### src/rtl/pipeline_hazard_ctrl_if.sv
// Pipeline hazard controller bus: ID/EX/MEM hazard inputs, memory
// handshake, halt/resume control and the stage-control outputs.
// The pipeline datapath is the master; the hazard controller is the slave.
interface pipeline_hazard_ctrl_if #(
    parameter int CNT_W = 16
);
    logic [4:0]       id_rs;
    logic [4:0]       id_rt;
    logic             id_use_rs;
    logic             id_use_rt;
    logic             ex_wreg;
    logic             ex_m2reg;
    logic [4:0]       ex_rn;
    logic             mem_wreg;
    logic             mem_m2reg;
    logic [4:0]       mem_rn;
    logic             id_redirect;
    logic             mem_req;
    logic             mem_ready;
    logic             halt_req;
    logic             resume;

    logic             pc_en;
    logic             ifid_en;
    logic             idex_en;
    logic             exmem_en;
    logic             ifid_flush;
    logic             idex_bubble;
    logic             memwb_bubble;
    logic [1:0]       fwd_a;
    logic [1:0]       fwd_b;
    logic [1:0]       state;
    logic             fault;
    logic [CNT_W-1:0] stall_cycles;

    modport master (
        output id_rs, id_rt, id_use_rs, id_use_rt,
        output ex_wreg, ex_m2reg, ex_rn,
        output mem_wreg, mem_m2reg, mem_rn,
        output id_redirect, mem_req, mem_ready, halt_req, resume,
        input  pc_en, ifid_en, idex_en, exmem_en,
        input  ifid_flush, idex_bubble, memwb_bubble,
        input  fwd_a, fwd_b, state, fault, stall_cycles
    );

    modport slave (
        input  id_rs, id_rt, id_use_rs, id_use_rt,
        input  ex_wreg, ex_m2reg, ex_rn,
        input  mem_wreg, mem_m2reg, mem_rn,
        input  id_redirect, mem_req, mem_ready, halt_req, resume,
        output pc_en, ifid_en, idex_en, exmem_en,
        output ifid_flush, idex_bubble, memwb_bubble,
        output fwd_a, fwd_b, state, fault, stall_cycles
    );
endinterface

### src/rtl/pipeline_hazard_ctrl.sv
// Central hazard sequencer for a five-stage pipeline: stage write enables,
// flushes and bubbles, operand forwarding selects, memory-wait timeout,
// drain/halt sequencing and a saturating stall-cycle counter.
module pipeline_hazard_ctrl #(
    parameter int WAIT_MAX = 15,
    parameter int WAIT_W   = 4,
    parameter int CNT_W    = 16
) (
    input logic                   clk,
    input logic                   resetn,
    pipeline_hazard_ctrl_if.slave hz
);

    typedef enum logic [1:0] {
        ST_RUN      = 2'b00,
        ST_MEM_WAIT = 2'b01,
        ST_DRAIN    = 2'b10,
        ST_HALTED   = 2'b11
    } state_t;

    localparam logic [WAIT_W-1:0] WAIT_LIMIT = WAIT_W'(WAIT_MAX);
    localparam logic [WAIT_W-1:0] WAIT_FIRST = WAIT_W'(1);
    localparam logic [1:0]        DRAIN_LEN  = 2'd3;

    state_t            state_q, state_d;
    logic [WAIT_W-1:0] wait_q, wait_d;
    logic [1:0]        drain_q, drain_d;
    logic              fault_q, fault_d;
    logic [CNT_W-1:0]  stall_q;

    logic       pc_en_c, ifid_en_c, idex_en_c, exmem_en_c;
    logic       ifid_flush_c, idex_bubble_c, memwb_bubble_c;
    logic       run_eval;
    logic       mem_stall;
    logic       load_use;
    logic [1:0] fwd_a_c, fwd_b_c;

    // Youngest producer wins; a load still in EX cannot supply its data yet.
    function automatic logic [1:0] fwd_sel(
        input logic [4:0] src,
        input logic       src_used,
        input logic       ex_wreg,
        input logic       ex_m2reg,
        input logic [4:0] ex_rn,
        input logic       mem_wreg,
        input logic       mem_m2reg,
        input logic [4:0] mem_rn
    );
        logic [1:0] sel;
        sel = 2'b00;
        if (src == 5'd0 || !src_used) begin
            sel = 2'b00;
        end else if (ex_wreg && !ex_m2reg && ex_rn == src) begin
            sel = 2'b01;
        end else if (mem_wreg && mem_rn == src) begin
            sel = mem_m2reg ? 2'b11 : 2'b10;
        end
        return sel;
    endfunction

    // Hazard detection and forwarding selects from the ID/EX/MEM pipeline info.
    always_comb begin
        mem_stall = hz.mem_req && !hz.mem_ready;
        load_use  = hz.ex_wreg && hz.ex_m2reg && (hz.ex_rn != 5'd0) &&
                    ((hz.id_use_rs && hz.id_rs == hz.ex_rn) ||
                     (hz.id_use_rt && hz.id_rt == hz.ex_rn));
        fwd_a_c   = fwd_sel(hz.id_rs, hz.id_use_rs, hz.ex_wreg, hz.ex_m2reg,
                            hz.ex_rn, hz.mem_wreg, hz.mem_m2reg, hz.mem_rn);
        fwd_b_c   = fwd_sel(hz.id_rt, hz.id_use_rt, hz.ex_wreg, hz.ex_m2reg,
                            hz.ex_rn, hz.mem_wreg, hz.mem_m2reg, hz.mem_rn);
    end

    // Next-state and stage-control decode; a completing memory wait reuses the RUN rules.
    always_comb begin
        state_d        = state_q;
        wait_d         = wait_q;
        drain_d        = drain_q;
        fault_d        = fault_q;
        pc_en_c        = 1'b0;
        ifid_en_c      = 1'b0;
        idex_en_c      = 1'b0;
        exmem_en_c     = 1'b0;
        ifid_flush_c   = 1'b0;
        idex_bubble_c  = 1'b0;
        memwb_bubble_c = 1'b0;
        run_eval       = 1'b0;

        case (state_q)
            ST_RUN: begin
                run_eval = 1'b1;
            end
            ST_MEM_WAIT: begin
                if (hz.mem_ready) begin
                    run_eval = 1'b1;
                end else begin
                    memwb_bubble_c = 1'b1;
                    if (wait_q == WAIT_LIMIT) begin
                        fault_d = 1'b1;
                        state_d = ST_HALTED;
                    end else begin
                        wait_d = wait_q + WAIT_FIRST;
                    end
                end
            end
            ST_DRAIN: begin
                if (mem_stall) begin
                    memwb_bubble_c = 1'b1;
                end else begin
                    ifid_en_c    = 1'b1;
                    idex_en_c    = 1'b1;
                    exmem_en_c   = 1'b1;
                    ifid_flush_c = 1'b1;
                    if (drain_q == 2'd1) begin
                        state_d = ST_HALTED;
                    end else begin
                        drain_d = drain_q - 2'd1;
                    end
                end
            end
            default: begin
                idex_bubble_c  = 1'b1;
                memwb_bubble_c = 1'b1;
                if (hz.resume && !fault_q) begin
                    state_d = ST_RUN;
                end
            end
        endcase

        if (run_eval) begin
            if (mem_stall) begin
                memwb_bubble_c = 1'b1;
                state_d        = ST_MEM_WAIT;
                wait_d         = WAIT_FIRST;
            end else if (hz.halt_req) begin
                ifid_en_c    = 1'b1;
                idex_en_c    = 1'b1;
                exmem_en_c   = 1'b1;
                ifid_flush_c = 1'b1;
                state_d      = ST_DRAIN;
                drain_d      = DRAIN_LEN;
            end else if (load_use) begin
                idex_en_c     = 1'b1;
                exmem_en_c    = 1'b1;
                idex_bubble_c = 1'b1;
                state_d       = ST_RUN;
            end else begin
                pc_en_c      = 1'b1;
                ifid_en_c    = 1'b1;
                idex_en_c    = 1'b1;
                exmem_en_c   = 1'b1;
                ifid_flush_c = hz.id_redirect;
                state_d      = ST_RUN;
            end
        end
    end

    // Sequencer state, timeout/drain counters, sticky fault and saturating stall count.
    always_ff @(posedge clk or negedge resetn) begin
        if (!resetn) begin
            state_q <= ST_RUN;
            wait_q  <= '0;
            drain_q <= '0;
            fault_q <= 1'b0;
            stall_q <= '0;
        end else begin
            state_q <= state_d;
            wait_q  <= wait_d;
            drain_q <= drain_d;
            fault_q <= fault_d;
            if (!pc_en_c && stall_q != {CNT_W{1'b1}}) begin
                stall_q <= stall_q + 1'b1;
            end
        end
    end

    // While reset is held the pipeline is frozen and fed NOPs.
    assign hz.pc_en        = resetn & pc_en_c;
    assign hz.ifid_en      = resetn & ifid_en_c;
    assign hz.idex_en      = resetn & idex_en_c;
    assign hz.exmem_en     = resetn & exmem_en_c;
    assign hz.ifid_flush   = !resetn | ifid_flush_c;
    assign hz.idex_bubble  = !resetn | idex_bubble_c;
    assign hz.memwb_bubble = !resetn | memwb_bubble_c;
    assign hz.fwd_a        = resetn ? fwd_a_c : 2'b00;
    assign hz.fwd_b        = resetn ? fwd_b_c : 2'b00;
    assign hz.state        = state_q;
    assign hz.fault        = fault_q;
    assign hz.stall_cycles = stall_q;

endmodule

### src/flat_wrapper.sv
// flat-port wrapper written by rule: the top's interface ports become plain ports
module pipeline_hazard_ctrl_flat 
#(
    parameter int WAIT_MAX = 15,
    parameter int WAIT_W   = 4,
    parameter int CNT_W    = 16
)
  (clk, resetn, hz_id_rs, hz_id_rt, hz_id_use_rs, hz_id_use_rt, hz_ex_wreg, hz_ex_m2reg, hz_ex_rn, hz_mem_wreg, hz_mem_m2reg, hz_mem_rn, hz_id_redirect, hz_mem_req, hz_mem_ready, hz_halt_req, hz_resume, hz_pc_en, hz_ifid_en, hz_idex_en, hz_exmem_en, hz_ifid_flush, hz_idex_bubble, hz_memwb_bubble, hz_fwd_a, hz_fwd_b, hz_state, hz_fault, hz_stall_cycles);
  pipeline_hazard_ctrl_if #(.CNT_W(CNT_W)) hz_i ();
  input logic clk;
  input logic resetn;
  input wire logic [$bits(hz_i.id_rs)-1:0] hz_id_rs;
  input wire logic [$bits(hz_i.id_rt)-1:0] hz_id_rt;
  input wire logic [$bits(hz_i.id_use_rs)-1:0] hz_id_use_rs;
  input wire logic [$bits(hz_i.id_use_rt)-1:0] hz_id_use_rt;
  input wire logic [$bits(hz_i.ex_wreg)-1:0] hz_ex_wreg;
  input wire logic [$bits(hz_i.ex_m2reg)-1:0] hz_ex_m2reg;
  input wire logic [$bits(hz_i.ex_rn)-1:0] hz_ex_rn;
  input wire logic [$bits(hz_i.mem_wreg)-1:0] hz_mem_wreg;
  input wire logic [$bits(hz_i.mem_m2reg)-1:0] hz_mem_m2reg;
  input wire logic [$bits(hz_i.mem_rn)-1:0] hz_mem_rn;
  input wire logic [$bits(hz_i.id_redirect)-1:0] hz_id_redirect;
  input wire logic [$bits(hz_i.mem_req)-1:0] hz_mem_req;
  input wire logic [$bits(hz_i.mem_ready)-1:0] hz_mem_ready;
  input wire logic [$bits(hz_i.halt_req)-1:0] hz_halt_req;
  input wire logic [$bits(hz_i.resume)-1:0] hz_resume;
  output wire logic [$bits(hz_i.pc_en)-1:0] hz_pc_en;
  output wire logic [$bits(hz_i.ifid_en)-1:0] hz_ifid_en;
  output wire logic [$bits(hz_i.idex_en)-1:0] hz_idex_en;
  output wire logic [$bits(hz_i.exmem_en)-1:0] hz_exmem_en;
  output wire logic [$bits(hz_i.ifid_flush)-1:0] hz_ifid_flush;
  output wire logic [$bits(hz_i.idex_bubble)-1:0] hz_idex_bubble;
  output wire logic [$bits(hz_i.memwb_bubble)-1:0] hz_memwb_bubble;
  output wire logic [$bits(hz_i.fwd_a)-1:0] hz_fwd_a;
  output wire logic [$bits(hz_i.fwd_b)-1:0] hz_fwd_b;
  output wire logic [$bits(hz_i.state)-1:0] hz_state;
  output wire logic [$bits(hz_i.fault)-1:0] hz_fault;
  output wire logic [$bits(hz_i.stall_cycles)-1:0] hz_stall_cycles;
  assign hz_i.id_rs = hz_id_rs;
  assign hz_i.id_rt = hz_id_rt;
  assign hz_i.id_use_rs = hz_id_use_rs;
  assign hz_i.id_use_rt = hz_id_use_rt;
  assign hz_i.ex_wreg = hz_ex_wreg;
  assign hz_i.ex_m2reg = hz_ex_m2reg;
  assign hz_i.ex_rn = hz_ex_rn;
  assign hz_i.mem_wreg = hz_mem_wreg;
  assign hz_i.mem_m2reg = hz_mem_m2reg;
  assign hz_i.mem_rn = hz_mem_rn;
  assign hz_i.id_redirect = hz_id_redirect;
  assign hz_i.mem_req = hz_mem_req;
  assign hz_i.mem_ready = hz_mem_ready;
  assign hz_i.halt_req = hz_halt_req;
  assign hz_i.resume = hz_resume;
  assign hz_pc_en = hz_i.pc_en;
  assign hz_ifid_en = hz_i.ifid_en;
  assign hz_idex_en = hz_i.idex_en;
  assign hz_exmem_en = hz_i.exmem_en;
  assign hz_ifid_flush = hz_i.ifid_flush;
  assign hz_idex_bubble = hz_i.idex_bubble;
  assign hz_memwb_bubble = hz_i.memwb_bubble;
  assign hz_fwd_a = hz_i.fwd_a;
  assign hz_fwd_b = hz_i.fwd_b;
  assign hz_state = hz_i.state;
  assign hz_fault = hz_i.fault;
  assign hz_stall_cycles = hz_i.stall_cycles;
  pipeline_hazard_ctrl #(.WAIT_MAX(WAIT_MAX), .WAIT_W(WAIT_W), .CNT_W(CNT_W)) u_core (.clk(clk), .resetn(resetn), .hz(hz_i));
endmodule
### config.mk
export PLATFORM = sky130hd
export DESIGN_NAME = pipeline_hazard_ctrl_flat
export DESIGN_NICKNAME = d
export VERILOG_FILES = /design/src/rtl/pipeline_hazard_ctrl_if.sv /design/src/rtl/pipeline_hazard_ctrl.sv /design/src/flat_wrapper.sv
export SDC_FILE = /design/constraint.sdc
export NUM_CORES = 1
export LEC_CHECK = 0
export CORE_MARGIN = 2
export CORE_UTILIZATION = 42
export CTS_CLUSTER_DIAMETER = 150
export DETAILED_ROUTE_END_ITERATION = 12
export PLACE_DENSITY = 0.77
export RECOVER_POWER = 50
export SYNTH_ARGS = -nofsm -noshare
export SYNTH_HDL_FRONTEND = slang
export SYNTH_SLANG_ARGS = --single-unit
export TNS_END_PERCENT = 10
### constraint.sdc
create_clock -name clk -period 2.1 [get_ports clk]
set_input_delay 0.42 -clock clk [delete_from_list [all_inputs] [get_ports clk]]
set_output_delay 0.42 -clock clk [all_outputs]
set_load 0.01 [all_outputs]
==> results of run 1 <==
==> where the power goes <==
group	switching, mW	internal [mW]
clock	0.172	0.135
combinational	0.832	0.953
sequential	0.221	0.669
total	1.22	1.76
==> registers in the layout, summed over array words and instances, names as in the netlist <==
name,count
u_core.hz.fault,1
u_core.wait_q,4
u_core.hz.stall_cycles,16
u_core.drain_q,2
u_core.hz.state,2
==> synthesized netlist by cell type (all sizes together), types with 2 or more instances <==
master    n  share of area
nor2b     7          0.023
nand3    13          0.034
nor3      4          0.013
buf       6          0.020
a21oi     9          0.024
xnor2    14          0.064
and3      3         0.0098
ha        8          0.052
a2111oi   2          0.016
xor2     17          0.078
o311a     2          0.010
nor4      3         0.0098
or3       2         0.0066
nand2b    2         0.0066
o21ai     7          0.018
o2111ai   2          0.016
inv       6          0.012
dfrtp    25           0.33
a211oi    7          0.043
nor2     12          0.025
mux2      2          0.012
or2       2         0.0066
nand2    22          0.043
a22o      2         0.0092
and4      3          0.014
nand4     5          0.016
==> metal layers <==
layer	routed length [microns]	global-route usage	vias up
met1	2400	0.297	979
met3	351	0.0464	16
met4	178	0.117	0
li1	-	-	990
met5	0	0	-
met2	3100	0.395	76
==> worst max path at each step <==
stage                                   from             to  slack (ns)  cells after the start
after CTS                        hz_id_rt[2]    hz_fwd_b[0]       -0.08                      6
after global routing             hz_ex_rn[0]  hz_ifid_flush       -0.26                      9
final                     u_core.hz.state[1]  hz_ifid_flush       -0.16                      9
after floorplan           u_core.hz.state[0]  hz_ifid_flush      0.0009                      7
after detailed placement         hz_id_rs[1]  hz_ifid_flush       -0.89                      8
after global placement           hz_ex_rn[0]  hz_ifid_flush       -0.85                      8
==> stage by stage <==
| step | cell area, sq um | power (mW) |
|---|---|---|
| after floorplan | 1920 | 1.70 |
| after global placement | 2860 | 2.48 |
| after detailed placement | 2860 | 2.52 |
| after CTS | 3080 | 2.91 |
| after global routing | 3220 | 3.22 |
| final | 3220 | 2.98 |
==> cell families after synthesis <==
kind of cell / Yosys count / share of synthesized area
fa+ha+maj: 8 / 0.0525
flops: 25 / 0.328
buf+inv: 13 / 0.0341
simple gates: 81 / 0.221
compound gates: 48 / 0.210
xor+xnor: 31 / 0.142
mux: 2 / 0.0118
==> layout make-up <==
cell class | count | share of cell area
Clock buffer | 3 | 0.0128
Clock inverter | 1 | 0.00233
Inverter | 6 | 0.00778
Multi-Input combinational cell | 170 | 0.450
Sequential cell | 25 | 0.195
Tap cell | 52 | 0.0202
Timing Repair Buffer | 116 | 0.312
==> what timing repair did <==
item | in CTS | in global routing
endpoints found under the setup margin | 27 | 13
pin swaps | 30 | 14
gates resized for setup | 159 | 28
setup buffers | 13 | 0
hold buffers | 0 | 0
==> results by group, run 1 <==
Layout
  – Fin nets: 363
  – Non-Filler Instances: around 370
  – Synthesis-to-layout area growth: 68.6%
  – Commonest non-fill, non-tap cell in the layout: buf_4
  – Multi-input gate area: 0.00145 sq mm
  – Post-Route Utilization: 0.739
  – Storage cell area: between 600 and 700 sq um
  – Most frequent cells in the layout: 47 x buf_4, 25 x dfrtp_1, 21 x clkdlybuf4s50_1
  – Fillers: about 300
  – Diodes inserted: 0
  – Share of cells above drive strength 1: 0.383

Synthesis
  – Syn Nets: between 200 and 250
  – Mapped Cells: 208
  – Post-synth top flop: dfrtp_1
  – Avg Cell Area, Syn: a little over 9 sq um
  – Asr flop ratio synth: 1.00
  – Synth Warn #: 0
  – FF+latch count, synth: 25
  – Post-synth EDFFs: 0
  – Sequential element share of the synthesized area: 0.328
  – Synth Cell Area: around 0.0019 sq mm
  – Yosys cell types: between 50 and 60

Setup path
  – Worst-path maximum fanout: 3
  – Cell repeated most along the worst path: nand2_2
  – WS Path Type: reg2out
  – FF-to-FF path depth: 8
  – CP bufs+invs: 3
  – Worst EP required: about 1.7 ns
  – CP top delay family: simple AND/OR/NAND/NOR gates
  – Slowest-stage cell, CP: dfrtp_1
  – CP arrival: approximately 1.8 ns
  – Flop-to-flop setup slack: approximately 0.13 ns
  – Crit start category: flop
  – Worst path max stage delay: around 0.40 ns
  – Critical path cell sequence: inv_2 > ha_2 > nand2_2 > nand2_2 > o21ai_1 > buf_4 > nor4b_4 > nor3_2 > buf_2
  – Capturing point of the worst reg2reg path: u_core.hz.stall_cycles[12]
  – Critical path capture point type: primary output
  – Worst r2r src: u_core.hz.state[0]

Timing
  – Final TNS setup: -0.471 ns
  – Normalized max-slew margin: 0.608
  – Final period utilization: 1.07
  – RSZ-0062 raised after global routing: yes
  – Setup WS post-layout: -0.156 ns
  – Endpoints failing hold: 0
  – Slew Limit Fails: 0
  – Fin crit period: about 2.3 ns
  – Fmax: between 0.4 and 0.5 GHz
  – Fin Hold WS: ~0.24 ns
  – Setup violators final: 6
  – Clock skew: between 0.008 and 0.009 ns
  – Actual slew at the worst max-slew pin: slightly below 0.6 ns

Pwr
  – Lkg Pwr: about 1.4 nW
  – Max VDD drop: ~0.00066 V
  – Pwr Density: slightly above 900 mW/mm^2

CTS
  – Root Driver: clkbuf_8
  – Clock latency on the worst-skew pair: between 0.2 and 0.3 ns
  – Clock transition at path regs: ~0.1 ns
  – Clk buf depth: 2
  – Num CTS Buffers: 3
  – CTS tree: yes
  – TritonCTS Sinks: 25
  – H-tree depth: 1

Placement
  – Placed cells: around 360
  – PortBufs: 62
  – Pre-CTS setup slack: -0.892 ns
  – Placer Congestion: 0.873
  – Post-DP HPWL: 4020 microns

GRT
  – Largest net degree at the start of global routing: 18
  – Gr usage total: 0.239
  – Total grt overflow: 0
  – First-pass GRT wire length: 9690 microns
  – Vias in the first global route: between 2,000 and 2,500
  – Initial antenna violation count: 0

Routing
  – Iter 0 DRT Violations: 84
  – Drt total wl: between 6000 and 7000 microns
  – WL/cell: 16.2 microns
  – Final ANT Viol Nets: 0
  – Post-DR vias/cell: between 5 and 6
  – Via Count: between 2,000 and 2,500
  – Drt drc: 0
  – TritonRoute pass-1 iters: 4

Die
  – # rows: 24
  – Die ar.: just over 0.005 sq mm
  – Chip Width: between 70 and 80 microns
  – Initial core utilization: 0.438
  – Chip Height: 71.4 microns
  – Top-level port count: 63
  – Core Box Area: between 0.004 and 0.005 sq mm

Hold path
  – Worst hold path class: in2async

Flow run
  – Max-cap violations: 0

Run status
  – Status: finished with violations
  – Failing checks: setup timing
No activity file was read; power rests on OpenSTA's default activity.
==> inputs of run 2 (changes only) <==
Settings changed: HOLD_SLACK_MARGIN set to 0.05, SLEW_MARGIN set to 5.
==> results of run 2 <==
Final layout, timing and power as in run 1 (identical DEF).
==> inputs of run 3 (changes only) <==
Settings changed: SETUP_SLACK_MARGIN set to 0.05.
==> run 3 against run 2 <==
Against the previous run: the flow still finishes with violations (setup timing); final cell count rose by 0.80%; flip-flop and latch count stayed put; total power grew 3.5%; core utilization grew 1.2 points; clock power barely moved; final area increased by 1.6%; critical path type is now in2out; largest cell class unchanged; largest power group unchanged.
==> results by group, run 3 (same netlist as run 1, synthesis figures left out) <==
Die
  – Chip Height: 71.4 microns (unchanged)
  – Top-level port count: 63 (unchanged)
  – Die ar.: 0.00510 sq mm (unchanged)
  – Core Box Area: 0.00435 sq mm (unchanged)
  – Chip Width: 71.4 microns (unchanged)
  – # rows: 24 (unchanged)
  – Initial core utilization: 0.438 (unchanged)

Setup path
  – WS Path Type: in2out
  – CP arrival: 1.80 ns (-0.04 ns)
  – Worst-path maximum fanout: 3 (unchanged)
  – Worst EP required: 1.68 ns (about the same)
  – Crit start category: input pin
  – Critical path capture point type: primary output

Pwr
  – Max VDD drop: 0.000631 V (-5.0%)
  – Pwr Density: 944 mW/mm^2 (+1.9%)
  – Total Power: 3.09 mW (+3.5%)
  – Lkg Pwr: 1.42 nW (about the same)

GRT
  – Gr usage total: 0.239 (+0.000451)
  – Total grt overflow: 0 (unchanged)
  – Vias in the first global route: 2,131 (+0.47%)
  – Initial antenna violation count: 0 (unchanged)
  – First-pass GRT wire length: 9780 microns (+1.0%)
  – Largest net degree at the start of global routing: 16 (-2)

Timing
  – Fin crit period: 2.22 ns (-0.0331 ns)
  – Normalized max-slew margin: 0.619 (+0.0110)
  – Fmax: 0.450 GHz (+1.5%)
  – Final period utilization: 1.06 (-0.0157)
  – Clock skew: 0.0117 ns (+0.00334 ns)
  – Final TNS setup: -0.457 ns (+0.0137 ns)
  – Slew Limit Fails: 0 (unchanged)
  – Setup violators final: 6 (unchanged)
  – Actual slew at the worst max-slew pin: 0.571 ns (-0.0165 ns)
  – Endpoints failing hold: 0 (unchanged)
  – RSZ-0062 raised after global routing: yes
  – Setup WS post-layout: -0.123 ns (+0.0331 ns)

CTS
  – H-tree depth: 1 (unchanged)
  – CTS tree: yes
  – Clk buf depth: 2 (unchanged)
  – CTS Hold Bufs: 0 (unchanged)
  – TritonCTS Sinks: 25 (unchanged)
  – Clock transition at path regs: 0.10 ns (about the same)
  – Clock latency on the worst-skew pair: 0.28 ns (about the same)
  – Num CTS Buffers: 3 (unchanged)
  – Root Driver: clkbuf_8

Routing
  – Drt total wl: 6000 microns (-0.56%)
  – TritonRoute pass-1 iters: 4 (unchanged)
  – WL/cell: 15.9 microns (-1.4%)
  – Final ANT Viol Nets: 0 (unchanged)
  – Drt drc: 0 (unchanged)
  – Via Count: 2,038 (-1.1%)
  – Iter 0 DRT Violations: 153 (+82%)
  – Post-DR vias/cell: 5.42 (-1.9%)

Run status
  – Status: finished with violations
  – Failing checks: setup timing

Layout
  – Multi-input gate area: 0.00149 sq mm (+2.9%)
  – Non-Filler Instances: 376 (+0.80%)
  – Fillers: 305 (+1.3%)
  – Most frequent cells in the layout: 50 x buf_4, 25 x dfrtp_1, 23 x clkdlybuf4s50_1
  – Fin nets: 366 (+0.83%)
  – Storage cell area: 626 sq um (unchanged)
  – Share of cells above drive strength 1: 0.404 (+0.0211)
  – Diodes inserted: 0 (unchanged)
  – Max reg flops: 16 (unchanged)
  – Synthesis-to-layout area growth: 71.3%
  – Commonest non-fill, non-tap cell in the layout: buf_4

Placement
  – PortBufs: 62 (unchanged)
  – Post-DP HPWL: 4000 microns (-0.61%)
  – Placer Congestion: 0.808 (-7.4%)
  – Placed cells: 356 (unchanged)

Flow run
  – Max-cap violations: 0 (unchanged)

Hold path
  – Worst hold path class: in2async
[run 3: layer usage]
metal	vias to the layer above	track usage	part of all wire
li1	993	-	-
met1	977	0.298	0.43
met2	60	0.426	0.51
met3	8	0.0323	0.042
met4	0	0.0776	0.014
met5	-	0	0
[run 3: report_power, final]
part,internal [mW],switching [mW]
clock,0.135,0.169
sequential,0.669,0.235
combinational,1.02,0.861
[run 3: final timing paths]
check                                   start                    endpoint  slack, ns  cells after the start
max                               hz_id_rt[2]                 hz_fwd_b[0]      -0.12                     11
min                                    resetn  u_core.hz.stall_cycles[15]       0.19                      2
max reg2reg                u_core.hz.state[0]  u_core.hz.stall_cycles[12]       0.07                      9
min reg2reg                   u_core.hz.fault             u_core.hz.fault       0.50                      1
max in group asynchronous              resetn   u_core.hz.stall_cycles[5]       1.05                      4
min in group clk              u_core.hz.fault             u_core.hz.fault       0.50                      1
[run 3: repair_timing]
action / in CTS / in global routing
buffers inserted: 16 / 0
gates resized for setup: 177 / 13
endpoints found under the setup margin: 27 / 16
endpoints found under the hold margin: 0 / 0
pin swaps: 28 / 2
[run 3: critical path, stage by stage]
cell     delay [ns]
buf_6          0.11
xnor2_4        0.13
buf_4          0.13
buf_4          0.12
buf_4          0.12
buf_4          0.12
buf_4          0.12
nand3_1        0.11
nor2_2         0.06
a22o_1         0.23
buf_2          0.14
[run 3: cell type report]
| class | count | share of cell area |
|---|---|---|
| multi-input cells | 170 | 0.456 |
| repair buffers | 119 | 0.310 |
| flip-flops and latches | 25 | 0.191 |
| well taps | 52 | 0.0199 |
| clock buffers | 3 | 0.0126 |
| inverters | 6 | 0.00766 |
| clock inverters | 1 | 0.00230 |
[run 3: stage by stage]
step                utilization  area [sq um]  hold WS, ns  setup slack, ns
floorplan                     -          1920        0.124           0.0240
global placement          0.659          2870        0.492           -0.823
detailed placement        0.659          2870        0.486           -0.880
CTS                       0.735          3200        0.201          -0.0780
global route              0.750          3270        0.207           -0.176
finish                    0.750          3270        0.193           -0.123
